<file path="config.mk">
export PLATFORM = sky130hd
export DESIGN_NAME = cmd_encoder
export DESIGN_NICKNAME = d
export VERILOG_FILES = /design/src/rtl/cmd_pkg.sv /design/src/rtl/cmd_uart_tx.sv /design/src/rtl/cmd_encoder.sv
export SDC_FILE = /design/constraint.sdc
export NUM_CORES = 1
export LEC_CHECK = 0
export CORE_MARGIN = 10
export CORE_UTILIZATION = 36
export DETAILED_ROUTE_END_ITERATION = 8
export PLACE_DENSITY_LB_ADDON = 0.25
export SYNTH_ARGS = -nofsm -noshare
export SYNTH_HDL_FRONTEND = slang
export SYNTH_SLANG_ARGS = --single-unit
</file>
<file path="constraint.sdc">
create_clock -name clk -period 1.5 [get_ports clk]
set_input_delay 0.3 -clock clk [delete_from_list [all_inputs] [get_ports clk]]
set_output_delay 0.3 -clock clk [all_outputs]
set_load 0.005 [all_outputs]
</file>
<file path="src/rtl/cmd_pkg.sv">
// cmd_pkg: definitions shared by the command encoder and the command decoder.
// Holds the frame header, the opcode set, the frame lengths for both
// configurations (checksum via CMD_CHECKSUM_EN or plain) and FSM state types.
package cmd_pkg;

  localparam logic [7:0] CMD_HEADER = 8'hA5;

  typedef enum logic [2:0] {
    OP_RESET    = 3'd0,
    OP_RES_DAC  = 3'd1,
    OP_INC_DAC1 = 3'd2,
    OP_INC_DAC2 = 3'd3,
    OP_READ     = 3'd4,
    OP_FPGA_SEL = 3'd5,
    OP_RESTEST  = 3'd6,
    OP_STARTUP  = 3'd7
  } cmd_op_t;

  // Bytes per frame: header, opcode, argument (+ checksum).
  localparam int FRAME_BYTES_PLAIN = 3;
  localparam int FRAME_BYTES_CSUM  = 4;

  typedef enum logic [1:0] {TX_IDLE, TX_START, TX_DATA, TX_STOP} tx_state_t;
  typedef enum logic [1:0] {FR_IDLE, FR_SEND, FR_DONE} frame_state_t;

  // XOR of every byte that precedes the checksum byte.
  function automatic logic [7:0] cmd_checksum(input cmd_op_t op, input logic [7:0] arg);
    return CMD_HEADER ^ {5'b0, op} ^ arg;
  endfunction

endpackage

</file>
<file path="src/rtl/cmd_uart_tx.sv">
// cmd_uart_tx: 8N1 byte serializer. byte_ready is also high in the last cycle
// of a stop bit, so a byte offered then follows with no idle gap on the line.
module cmd_uart_tx
  import cmd_pkg::*;
#(
  parameter int BAUD_DIV = 16
) (
  input  logic       clk,
  input  logic       rst,
  input  logic       byte_valid,
  input  logic [7:0] byte_data,
  output logic       byte_ready,
  output logic       tx
);

  localparam int CW = (BAUD_DIV > 1) ? $clog2(BAUD_DIV) : 1;
  localparam logic [CW-1:0] CNT_MAX = CW'(BAUD_DIV - 1);

  tx_state_t       state;
  logic [CW-1:0]   cnt;
  logic [2:0]      bit_idx;
  logic [7:0]      shreg;
  logic            bit_end;
  logic            take;

  assign bit_end    = (cnt == CNT_MAX);
  assign byte_ready = (state == TX_IDLE) || ((state == TX_STOP) && bit_end);
  assign take       = byte_valid && byte_ready;

  // Bit timing and START/DATA/STOP sequencing; tx is registered, reset forces it high.
  always_ff @(posedge clk or negedge rst) begin
    if (!rst) begin
      state   <= TX_IDLE;
      cnt     <= '0;
      bit_idx <= '0;
      shreg   <= '0;
      tx      <= 1'b1;
    end else if (take) begin
      state   <= TX_START;
      cnt     <= '0;
      bit_idx <= '0;
      shreg   <= byte_data;
      tx      <= 1'b0;
    end else if (state == TX_IDLE) begin
      cnt <= '0;
      tx  <= 1'b1;
    end else if (!bit_end) begin
      cnt <= cnt + 1'b1;
    end else begin
      cnt <= '0;
      case (state)
        TX_START: begin
          state <= TX_DATA;
          tx    <= shreg[0];
          shreg <= {1'b0, shreg[7:1]};
        end
        TX_DATA: begin
          if (bit_idx == 3'd7) begin
            state   <= TX_STOP;
            bit_idx <= '0;
            tx      <= 1'b1;
          end else begin
            bit_idx <= bit_idx + 3'd1;
            tx      <= shreg[0];
            shreg   <= {1'b0, shreg[7:1]};
          end
        end
        default: begin
          state <= TX_IDLE;
          tx    <= 1'b1;
        end
      endcase
    end
  end

endmodule

</file>
<file path="src/rtl/cmd_encoder.sv">
// cmd_encoder: accepts one command per handshake and sends the frame
// A5, {5'b0,op}, arg [, checksum] as 8N1 UART on tx.
// Macro CMD_CHECKSUM_EN: appends the XOR checksum byte (4-byte frames).
module cmd_encoder
  import cmd_pkg::*;
#(
  parameter int BAUD_DIV = 16
) (
  input  logic       clk,
  input  logic       rst,
  input  logic       cmd_valid,
  input  logic [2:0] cmd_op,
  input  logic [7:0] cmd_arg,
  output logic       cmd_ready,
  output logic       tx,
  output logic       busy,
  output logic       frame_done
);

`ifdef CMD_CHECKSUM_EN
  localparam int FRAME_BYTES = FRAME_BYTES_CSUM;
`else
  localparam int FRAME_BYTES = FRAME_BYTES_PLAIN;
`endif
  localparam logic [1:0] LAST_IDX = 2'(FRAME_BYTES - 1);

  frame_state_t state;
  logic [1:0]   byte_idx;
  cmd_op_t      op_q;
  logic [7:0]   arg_q;
  logic         accept;
  logic         byte_valid;
  logic         byte_ready;
  logic [7:0]   byte_data;

  // cmd_ready is only high in IDLE/DONE, where the serializer is idle too.
  assign accept = cmd_valid && cmd_ready;

  // Next byte for the serializer: header on accept, otherwise the byte after byte_idx.
  always_comb begin
    byte_valid = accept;
    byte_data  = CMD_HEADER;
    if (state == FR_SEND) begin
      byte_valid = (byte_idx != LAST_IDX);
      case (byte_idx)
        2'd0:    byte_data = {5'b0, op_q};
        2'd1:    byte_data = arg_q;
`ifdef CMD_CHECKSUM_EN
        2'd2:    byte_data = cmd_checksum(op_q, arg_q);
`endif
        default: byte_data = CMD_HEADER;
      endcase
    end
  end

  // Frame FSM: command capture, byte sequencing, registered handshake/status outputs.
  always_ff @(posedge clk or negedge rst) begin
    if (!rst) begin
      state      <= FR_IDLE;
      byte_idx   <= '0;
      op_q       <= OP_RESET;
      arg_q      <= '0;
      cmd_ready  <= 1'b1;
      busy       <= 1'b0;
      frame_done <= 1'b0;
    end else begin
      frame_done <= 1'b0;
      case (state)
        FR_SEND: begin
          if (byte_ready) begin
            if (byte_idx == LAST_IDX) begin
              state      <= FR_DONE;
              byte_idx   <= '0;
              frame_done <= 1'b1;
              cmd_ready  <= 1'b1;
              busy       <= 1'b0;
            end else begin
              byte_idx <= byte_idx + 2'd1;
            end
          end
        end
        default: begin
          if (accept) begin
            op_q      <= cmd_op_t'(cmd_op);
            arg_q     <= cmd_arg;
            byte_idx  <= '0;
            state     <= FR_SEND;
            cmd_ready <= 1'b0;
            busy      <= 1'b1;
          end else begin
            state     <= FR_IDLE;
            cmd_ready <= 1'b1;
            busy      <= 1'b0;
          end
        end
      endcase
    end
  end

  cmd_uart_tx #(.BAUD_DIV(BAUD_DIV)) u_tx (
    .clk        (clk),
    .rst        (rst),
    .byte_valid (byte_valid),
    .byte_data  (byte_data),
    .byte_ready (byte_ready),
    .tx         (tx)
  );

endmodule

</file>
==> metrics.txt, run 1 <==
final core utilization=0.530; Max Buffers Root-to-Sink=2; largest net degree at the start of global routing=36; CP endpoint kind=flop; sequential area share after synthesis=0.517; WP data required=1710 ps; synth warn=0; per-cell routed wire length=14.0 um; Mapped Area=0.00170 mm^2; vias in the first global route=1,488; setup TNS=-448 ps; first-pass GRT wire length=6670 um; post-synthesis async set-or-reset flop share=1.00; critical path cell sequence=ha_2 > and3_4 > a21oi_4 > or2_4 > buf_6 > mux2i_1; CP Data Arrival Time=1800 ps; Initial Util=0.379; Slew Viols, Final=0; unrepaired setup endpoints after global routing=yes; worst-skew pair later-pin latency=290 ps; Post-synth top flop=dfrtp_1; Gate Count Post-Synth=171; post-layout instance count excluding filler cells=274; reg2reg path depth=6; die extent in x=88.7 um; Hold Violations, Final=0; Fillers=405; CP startpoint=u_tx.cnt[0]; cts bufs inserted=5; Port Buffer Count=17; TritonCTS clock tree=done; initial antenna violation count=0; worst hold slack=369 ps; total power=1.67 mW; hpwl dp=2810 um; met2 Use GR=0.186; Avg Cell Area, Syn=9.93 um^2; Rel. slew slack=0.743; # H-tree levels=2; die area=0.00786 mm^2; skew final=5.00 ps; synth top area cells=dfrtp_1 49%, nand2_1 9.1%, mux2i_1 7.7%; pin slew with the least headroom to its limit=385 ps; Final nets=242; post-synthesis net count=192; register area=878 um^2; count leader, synth=nand2_1; vias=1,353; leakage=1.16 nW; min cycle time layout=1590 ps; CP max FO=5; diode count=0; DR iter-0 viols=36; RR Endpoint=u_tx.shreg[6]; dpl cell area=0.00215 mm^2; Total GRT Usage=0.110; PwrDens=704 mW/mm^2; share of the synthesized area in the top cell type=0.486; Place WS=-426 ps; final worst slack=-86.3 ps; # IOs=18; Root Buffer=clkbuf_8; biggest area consumer among synthesized cells=dfrtp_1; status=finished, violations left; Startpoint Class=flop; row count=24; GRT met1 Usage=0.115; max-cap viol count=0; top cells by count, synth=41 x nand2_1, 33 x dfrtp_1, 13 x mux2i_1, 11 x a21oi_1, 10 x nor2_1; share of layout cells above drive strength 1=0.315; Core ar.=0.00447 mm^2; Distinct cells, synth=35; HP Class=input pin to async pin; grt total ovfl=0; TritonRoute pass-1 iters=4; drt total wl=3840 um; Vias/cell=4.94; fmax=630 MHz; violated checks=setup timing; die height=88.7 um; post-route cell area=0.00237 mm^2; Max VDD drop=496 uV; Tcrit/Tclk final=1.06; placed insts=264; Reg clk slew, reported paths=70 ps; gr busiest metal=met2; DRC=0; Register-to-Register Setup Slack=-90 ps; Yosys reg bits=35; Routed Antenna Nets=0; Area Growth Syn to Fin=39.6%; final setup violating endpoints=11; GP Congestion=0.769; met3 usage=0.0478; Multi-input gate area=895 um^2; clk sinks=35; Critical R2R Launch=u_tx.cnt[0]; Post-synth EDFFs=0; crit path kind=flop to flop; max incr delay on CP=390 ps; slowest cell on the critical path=dfrtp_1
[timing repair]
item / in CTS / in global routing
setup buffers: 2 / 0
endpoints found under the setup margin: 22 / 20
pin swaps: 6 / 6
gates resized for setup: 21 / 21
hold endpoints to repair: 0 / 0
hold buffers: 0 / 0
[sequential cells by signal (all words and copies together), names as in the netlist]
register      count
arg_q             8
byte_idx          2
cmd_ready         1
frame_done        1
op_q              3
state             2
u_tx.bit_idx      3
u_tx.cnt          4
u_tx.shreg        8
u_tx.state        2
u_tx.tx           1
[how the worst max path moves through the flow]
stage	end
after floorplan	u_tx.bit_idx[0]
after global placement	u_tx.shreg[2]
after detailed placement	u_tx.state[0]
after CTS	u_tx.bit_idx[0]
after global routing	u_tx.shreg[4]
final	u_tx.shreg[6]
[power by group]
| group | total, mW | internal, mW | switching [mW] |
|---|---|---|---|
| Combinational | 0.0618 | 0.0370 | 0.0247 |
| Clock | 0.663 | 0.326 | 0.338 |
| Sequential | 0.944 | 0.944 | 0 |
| Total | 1.67 | 1.31 | 0.362 |
[cells by family after synthesis]
family,after synthesis,share of synthesized area
adder cells (fa/ha/maj),7,0.0516
AO/OA/AOI/OAI,26,0.0899
buffers and inverters,9,0.0310
XOR/XNOR,1,0.00516
flip-flops,35,0.517
multiplexers,14,0.0833
AND/OR/NAND/NOR,79,0.222
[worst max-delay path: cells and delay by family, from the launching register on]
family | cells | cell delay [ps]
AOI/OAI and AO/OA | 1 | 240
DFF | 1 | 390
adders and majority gates | 1 | 200
muxes | 1 | 180
and+or+nand+nor | 2 | 380
buffers and inverters | 1 | 120
[routing by layer]
metal	share of wire	routed length [um]
met1	0.43	1640
met2	0.50	1930
met3	0.048	183
met4	0.021	82
met5	0	0
[area by class of cell]
| cell class | instances | share of cell area |
|---|---|---|
| Clock buffer | 7 | 0.0322 |
| Clock inverter | 1 | 0.00211 |
| Tap cell | 52 | 0.0275 |
| Sequential cell | 35 | 0.371 |
| Timing Repair Buffer | 49 | 0.185 |
| Inverter | 3 | 0.00475 |
| Multi-Input combinational cell | 127 | 0.378 |
[placed cells by master (no fill, tap or decap), types with 2 or more instances in the layout]
cell type | synthesis | routed
a21oi_1 | 11 | 8
a21oi_2 | 2 | 3
a21oi_4 | 0 | 2
and3_1 | 2 | 2
buf_4 | 1 | 26
buf_6 | 2 | 5
clkbuf_1 | 3 | 2
clkbuf_8 | 0 | 5
clkdlybuf4s50_1 | 0 | 14
dfrtp_1 | 33 | 33
dfstp_2 | 2 | 2
dlygate4sd2_1 | 0 | 2
ha_1 | 7 | 3
ha_2 | 0 | 4
inv_1 | 3 | 3
mux2i_1 | 13 | 12
nand2_1 | 41 | 41
nand2b_1 | 5 | 4
nand3_1 | 8 | 6
nand3_2 | 1 | 2
nor2_1 | 10 | 8
o21ai_0 | 8 | 3
o21ai_1 | 0 | 3
(Power assumes the default switching activity.)
==> run 2: changes to the inputs <==
Settings changed: PLACE_DENSITY_LB_ADDON 0.25 to not set.
Clock period 1.5 ns to 1.8 ns, I/O delays scaled along.
==> metrics.txt, run 2 (synthesis results as in run 1) <==
status=completed; Area Growth Syn to Fin=23.1%; WP depth=1; Buf+Inv Stages, Crit Path=1; CP endpoint kind=primary output; TritonRoute pass-1 iters=4; min cycle time layout=1690 ps; HP Class=flop to flop; Slew Viols, Final=0; Core ar.=0.00447 mm^2; # IOs=18; largest net degree at the start of global routing=36; Initial Util=0.379; power share of the combinational group=0.033; WP data required=1440 ps; post-CTS sizing=1; die extent in x=88.7 um; Startpoint Class=flop; Seq pwr share=0.574; grt total ovfl=0; fmax=591 MHz; leakage=1.03 nW; Total GRT Usage=0.0978; final core utilization=0.467; switching share of power=0.209; unrepaired setup endpoints after global routing=no; WL met2=1670 um; GP Congestion=0.776; row count=24; Root Buffer=clkbuf_8; DRC=0; worst hold stages=2; drt total wl=3500 um; vias=1,257; Clk network pwr share=0.393; crit path kind=flop to primary output; PwrDens=656 mW/mm^2; Largest regs=arg_q x8, u_tx.shreg x8, u_tx.cnt x4; commonest non-fill, non-tap cells in the layout=41 x nand2_1, 33 x dfrtp_1, 17 x clkdlybuf4s50_1; pin slew with the least headroom to its limit=453 ps; Max Buffers Root-to-Sink=2; max incr delay on CP=550 ps; final setup violating endpoints=0; share of layout cells above drive strength 1=0.150; slowest cell on the critical path=dfstp_2; die area=0.00786 mm^2; die height=88.7 um; # H-tree levels=2; CP max FO=3; vias in the first global route=1,296; CP Data Arrival Time=1330 ps; hpwl dp=2580 um; Largest delay share family, worst path=flip-flops; worst hold slack=474 ps; worst-skew pair later-pin latency=280 ps; commonest non-fill, non-tap cell in the layout=nand2_1; max-cap viol count=0; per-cell routed wire length=13.9 um; Internal=1.08 mW; diode count=0; Vias/cell=4.99; TritonCTS clock tree=done; WL met3=177 um; Routed Antenna Nets=0; hold-fix buffers at CTS=0; Rel. slew slack=0.698; skew final=4.15 ps; first-pass GRT wire length=5900 um; Hold Violations, Final=0; reg2reg path depth=6; initial antenna violation count=0; top sig layer=met4; Final nets=220; Tcrit/Tclk final=0.940; Port Buffer Count=17; DR iter-0 viols=23; Reg clk slew, reported paths=70 ps; Max VDD drop=416 uV; clk sinks=35; cts bufs inserted=5; critical path cell sequence=clkdlybuf4s50_1; post-CTS setup buffers=0; WL met1=1590 um; P_sw=0.286 mW
-- run 2: layout make-up --
cell class,count,area [um^2]
tap,52,65.1
inverter,3,11.3
sequential,35,878
timing repair buffer,27,258
clock buffer,7,76.3
fill,428,2380
clock inverter,1,5.00
multi-input combinational,127,796
-- run 2: final timing paths --
path / startpoint / to / slack [ps]
max reg2reg: u_tx.cnt[0] / u_tx.bit_idx[0] / 130
min: arg_q[0] / arg_q[0] / 470
max: cmd_ready / cmd_ready / 110
min in group asynchronous: rst / u_tx.bit_idx[2] / 490
min reg2reg: arg_q[0] / arg_q[0] / 470
max in group asynchronous: rst / cmd_ready / 970
-- run 2: routing by layer --
| layer | global-route usage | up-vias |
|---|---|---|
| met5 | 0 | - |
| met4 | 0.0396 | 0 |
| met3 | 0.0404 | 6 |
| met2 | 0.164 | 27 |
| met1 | 0.108 | 588 |
| li1 | - | 636 |
-- run 2: per-stage QoR --
step	total power, mW	cells	instance area (um^2)	setup WS (ps)	TNS, ps
global route	1.44	252	2090	22.6	0
finish	1.37	252	2090	109	0
global placement	0.848	244	1980	-56.8	-357
CTS	1.39	252	2060	10.1	0
floorplan	0.803	171	1700	175	0
detailed placement	0.849	244	1980	-100	-1110
-- run 2: power groups by stage --
stage | clock (mW) | combinational (mW) | sequential [mW]
after floorplan | 0 | 0.00149 | 0.801
after global placement | 0 | 0.0464 | 0.801
after detailed placement | 0 | 0.0474 | 0.801
after CTS | 0.556 | 0.0477 | 0.786
after global routing | 0.604 | 0.0513 | 0.786
final | 0.538 | 0.0459 | 0.787
